File: config.mk
export PLATFORM = sky130hd
export DESIGN_NAME = vram_write_fifo
export DESIGN_NICKNAME = d
export VERILOG_FILES = /design/src/rtl/vram_write_fifo.sv
export SDC_FILE = /design/constraint.sdc
export NUM_CORES = 1
export LEC_CHECK = 0
export CORE_ASPECT_RATIO = 1.4
export CORE_MARGIN = 5
export CORE_UTILIZATION = 54
export CTS_CLUSTER_SIZE = 24
export DETAILED_ROUTE_END_ITERATION = 10
export GPL_TIMING_DRIVEN = 0
export PLACE_DENSITY = 0.75
export SYNTH_ARGS = -nofsm -noshare
export SYNTH_HDL_FRONTEND = slang
export SYNTH_SLANG_ARGS = --single-unit
File: constraint.sdc
create_clock -name clk -period 4.27 [get_ports clk]
set_clock_uncertainty 0.15 [all_clocks]
set_input_delay 0.427 -clock clk [delete_from_list [all_inputs] [get_ports clk]]
set_output_delay 0.427 -clock clk [all_outputs]
set_load 0.01 [all_outputs]
File: src/rtl/vram_write_fifo.sv
// Host write buffer in front of the dual-bank VRAM: queues 16-bit word writes and
// drains them only in arbiter-granted slots, merging an even/odd pair into one write.
module vram_write_fifo #(
  parameter int unsigned DEPTH       = 8,
  parameter bit          PAIR_WRITES = 1'b1
) (
  input  logic                       clk,
  input  logic                       reset_n,
  input  logic                       host_wr_valid,
  output logic                       host_wr_ready,
  input  logic [14:0]                host_wr_address,
  input  logic [15:0]                host_wr_data,
  input  logic                       write_slot,
  output logic [$clog2(DEPTH):0]     fifo_level,
  output logic                       fifo_empty,
  output logic [13:0]                even_address,
  output logic [13:0]                odd_address,
  output logic                       even_write_en,
  output logic                       odd_write_en,
  output logic [31:0]                write_data
);

  localparam int unsigned PW = $clog2(DEPTH);
  localparam int unsigned LW = PW + 1;

  typedef struct packed {
    logic [14:0] addr;
    logic [15:0] data;
  } entry_t;

  entry_t        mem_q [DEPTH];
  logic [PW-1:0] wr_ptr_q, wr_ptr_d;
  logic [PW-1:0] rd_ptr_q, rd_ptr_d;
  logic [PW-1:0] rd_next_ptr;
  logic [LW-1:0] level_q, level_d;
  logic [LW-1:0] pop_count;

  logic [13:0]   even_address_q, even_address_d;
  logic [13:0]   odd_address_q, odd_address_d;
  logic          even_write_en_q, even_write_en_d;
  logic          odd_write_en_q, odd_write_en_d;
  logic [31:0]   write_data_q, write_data_d;

  entry_t        head_entry, nxt_entry;
  logic          push, issue, pair;

  // Full is judged on the registered level only: a pop in the same cycle does not
  // reopen the input, which keeps host_wr_ready free of any write_slot path.
  assign host_wr_ready = (level_q != LW'(DEPTH));
  assign push          = host_wr_valid && host_wr_ready;

  assign rd_next_ptr = rd_ptr_q + PW'(1);
  assign head_entry  = mem_q[rd_ptr_q];
  assign nxt_entry   = mem_q[rd_next_ptr];

  assign issue = write_slot && (level_q != '0);
  assign pair  = PAIR_WRITES && issue && !head_entry.addr[0] && (level_q >= LW'(2))
                 && (nxt_entry.addr == {head_entry.addr[14:1], 1'b1});

  // NOTE: every signal written here gets a default first, so no path leaves a value
  // unassigned and no latch is inferred.
  always_comb begin
    wr_ptr_d        = wr_ptr_q;
    rd_ptr_d        = rd_ptr_q;
    pop_count       = '0;
    even_write_en_d = 1'b0;
    odd_write_en_d  = 1'b0;
    even_address_d  = even_address_q;
    odd_address_d   = odd_address_q;
    write_data_d    = write_data_q;

    if (push) wr_ptr_d = wr_ptr_q + PW'(1);

    if (pair) begin
      pop_count       = LW'(2);
      even_write_en_d = 1'b1;
      odd_write_en_d  = 1'b1;
      even_address_d  = head_entry.addr[14:1];
      odd_address_d   = head_entry.addr[14:1];
      write_data_d    = {nxt_entry.data, head_entry.data};
    end else if (issue) begin
      pop_count    = LW'(1);
      write_data_d = {head_entry.data, head_entry.data};
      if (head_entry.addr[0]) begin
        odd_write_en_d = 1'b1;
        odd_address_d  = head_entry.addr[14:1];
      end else begin
        even_write_en_d = 1'b1;
        even_address_d  = head_entry.addr[14:1];
      end
    end

    rd_ptr_d = rd_ptr_q + PW'(pop_count);
    level_d  = level_q + LW'(push) - pop_count;
  end

  // NOTE: the entry storage has no reset; the level and pointers define which
  // entries are valid, so stale contents are never observed.
  always_ff @(posedge clk) begin
    if (push) mem_q[wr_ptr_q] <= '{addr: host_wr_address, data: host_wr_data};
  end

  // NOTE: state registers use non-blocking assignments so every flop samples the
  // pre-edge values computed above, independent of process ordering.
  always_ff @(posedge clk or negedge reset_n) begin
    if (!reset_n) begin
      wr_ptr_q        <= '0;
      rd_ptr_q        <= '0;
      level_q         <= '0;
      even_address_q  <= '0;
      odd_address_q   <= '0;
      even_write_en_q <= 1'b0;
      odd_write_en_q  <= 1'b0;
      write_data_q    <= '0;
    end else begin
      wr_ptr_q        <= wr_ptr_d;
      rd_ptr_q        <= rd_ptr_d;
      level_q         <= level_d;
      even_address_q  <= even_address_d;
      odd_address_q   <= odd_address_d;
      even_write_en_q <= even_write_en_d;
      odd_write_en_q  <= odd_write_en_d;
      write_data_q    <= write_data_d;
    end
  end

  assign fifo_level    = level_q;
  assign fifo_empty    = (level_q == '0);
  assign even_address  = even_address_q;
  assign odd_address   = odd_address_q;
  assign even_write_en = even_write_en_q;
  assign odd_write_en  = odd_write_en_q;
  assign write_data    = write_data_q;

endmodule

==> qor.txt <==
DRT iter0 DRCs = 699
Cell Rows = 72
VDD IR max = 0.4696 mV
first-pass GRT wire length = 57.06 mm
Core Box Area = 0.02757 sq mm
total grt overflow = 0
part of the cycle the worst path needs = 98.86%
clock buffer depth = 3
worst path required time = 4580 ps
Avg Vias per Cell = 6.183
crit path kind = flip-flop to flip-flop
max incr delay on CP = 570 ps
Fmax = 236.9 MHz
final core utilization = 66.22%
P&R area growth vs syn = 21.49%
placer congestion estimate = 0.8545
CP arrival = 4530 ps
Syn Inst Count = 876
Initial Util = 54.50%
yosys warns = 0
Die Height = 207.4 um
die width = 151.0 um
minimum clock period = 4221 ps
DP HPWL = 25.78 mm
Async SR Flop Fraction = 22.50%
n_diodes = 0
Setup WS post-layout = 48.53 ps
Synth Flop Type = edfxtp_1
startpoint types = flip-flop
IO Port Bufs = 102
Final Hold Slack = 246.0 ps
Slew @ Worst Pin = 1162 ps
CP Max Fanout = 8
drt pass-1 iters = 5
Final Slew Violations = 0
Seq cells post-synth = 320
Top delay family on crit path = multiplexers
vias in the first global route = 9,460
final hold viol count = 0
Finish-stage setup viols = 0
clk_lat worst skew = 570 ps
Final nets = 1,098
pwr dens = 852.6 mW/mm^2
Seq/Total Area, Yosys = 61.56%
CTS root buf = clkbuf_16
wire per inst = 25.92 um
min-delay worst type = input pin to asynchronous set/reset pin
CTS sink count = 320
relative slew slack = 22.56%
initial antenna violation count = 0
largest net degree at the start of global routing = 39
TritonCTS Buffers = 30
outcome = completed
pre-CTS setup slack = -539.9 ps
CTS tree = built
share of layout cells above drive strength 1 = 26.51%
Ports = 103
Post-Syn Area = 0.01502 sq mm
Routed WL = 37.46 mm
slowest CP cell = fa_2
GRT Total Usage = 24.31%
area of the die = 0.03131 sq mm
Post-Syn Nets = 923
Static Leak = 0.006582 uW
synthesized area per cell = 17.15 sq um
ANT nets after route = 0
maxcap violations = 0
CTS clock-pin slew for the worst setup and hold paths = 60 ps
Setup Total Neg Slack = 0 ps
crit path capture type = flip-flop
detailed-route DRC error count = 0
Yosys cell types = 49
CP cell instances = buf_6 -> buf_4 -> buf_12 -> mux4_2 -> xor2_1 -> mux4_2 -> nor3_2 -> nand4_2 -> nand3b_4 -> nor2b_4 -> ha_4 -> inv_1 -> ha_2 -> inv_2 -> fa_2 -> inv_1
via count = 8,935
EDFF count, synth = 248
CP bufs+invs = 6
H-tree levels = 1
[synthesized netlist by cell type (all sizes together) (2+ instances only)]
cell    number  area [sq um]
edfxtp     248          7447
mux4       109          2455
mux2i       90         904.6
dfrtp       72          1802
buf         40         327.8
nor2        38         142.6
nand2       35         131.4
nor3b       23         172.7
inv         20         75.07
xor2        20         182.7
clkbuf      18         67.56
a21o        17         127.6
nor3        17         90.09
o21ai       17         96.35
o211ai      16         160.2
a21oi       15         75.07
nand3b      14         117.6
mux2        12         135.1
ha          10         125.1
nand4        7         50.05
nand3        6         30.03
xnor2        6         71.32
nand2b       5         31.28
a32oi        4         35.03
nor2b        3         18.77
nor4         3         25.02
and3         2         12.51
fa           2         40.04
or2          2         12.51
[layer usage]
| layer | up-vias | GRT usage, % | wire [um] |
|---|---|---|---|
| li1 | 3830 | - | - |
| met1 | 4659 | 30.32 | 13690 |
| met2 | 373 | 43.31 | 20220 |
| met3 | 73 | 2.992 | 2335 |
| met4 | 0 | 8.730 | 1204 |
| met5 | - | 0 | 0 |
[sequential cells by signal, indices dropped and copies added, names as in the netlist]
name	flops
fifo_level	4
even_address	14
mem_q	248
even_write_en	1
rd_ptr_q	3
wr_ptr_q	3
odd_write_en	1
write_data	32
odd_address	14
[path summary, 6_finish.rpt]
| check | start | end | slack [ps] | depth (start not counted) |
|---|---|---|---|---|
| max | rd_ptr_q[1] | fifo_level[1] | 50 | 16 |
| min | reset_n | wr_ptr_q[2] | 250 | 2 |
| max reg2reg | rd_ptr_q[1] | fifo_level[1] | 50 | 16 |
| min reg2reg | write_data[3] | write_data[3] | 330 | 1 |
| max in group asynchronous | reset_n | write_data[25] | 3140 | 3 |
| min in group clk | write_data[3] | write_data[3] | 330 | 1 |
[layout make-up]
cell class	instances	area, sq um
inverters	20	75.07
well taps	370	462.9
plain buffers	57	435.4
repair buffers	144	1485
clock inverters	16	251.5
multi-input cells	478	5443
fillers	1955	9313
clock buffers	40	849.6
flip-flops and latches	320	9251
[power by group]
group	internal, uW	switching, uW	total [uW]
logic	3970	4210	8190
registers	4100	348	4450
clock network	1770	1160	2930
total	9840	5720	15600
[repair_timing]
action | 4_1_cts | 5_1_grt
resized for setup | 13 | 19
pin swaps | 3 | 5
buffers inserted | 13 | 14
hold buffers | 1 | 0
endpoints found under the hold margin | 34 | 0
cloned | 0 | 0
setup endpoints to repair | 6 | 13
[kinds of logic after synthesis]
kind of cell	synth area share (%)
flops	61.56
mux	23.26
simple gates	5.696
buf+inv	3.131
compound gates	3.564
xor+xnor	1.691
fa+ha+maj	1.099
[layout by cell type, fill, tap and decap left out, types with 7 or more instances in the layout]
cell type          n
a21o_1            17
a21oi_1           15
buf_12            10
buf_2              8
buf_4             32
buf_6             17
clkbuf_1          23
clkbuf_16         31
clkdlybuf4s50_1  101
dfrtp_1           70
edfxtp_1         248
ha_1               7
inv_1             18
mux2i_1           87
mux4_2           109
nand2_1           35
nand3b_1          13
nor2_1            32
nor3_1            12
nor3b_1           22
o211ai_1           8
o211ai_2           8
o21ai_1           16
xor2_1            19
[through the flow]
| stage | area [sq um] | power (uW) | std cells |
|---|---|---|---|
| 6_report | 18250 | 15560 | 1445 |
| 2_1_floorplan | 15020 | 9666 | 876 |
| 3_5_place_dp | 16800 | 12190 | 1362 |
| 3_3_place_gp | 16510 | 11940 | 1348 |
| 4_1_cts | 18080 | 15350 | 1432 |
| 5_1_grt | 18250 | 16320 | 1445 |
Note: power is estimated with default switching activity, not from simulation.
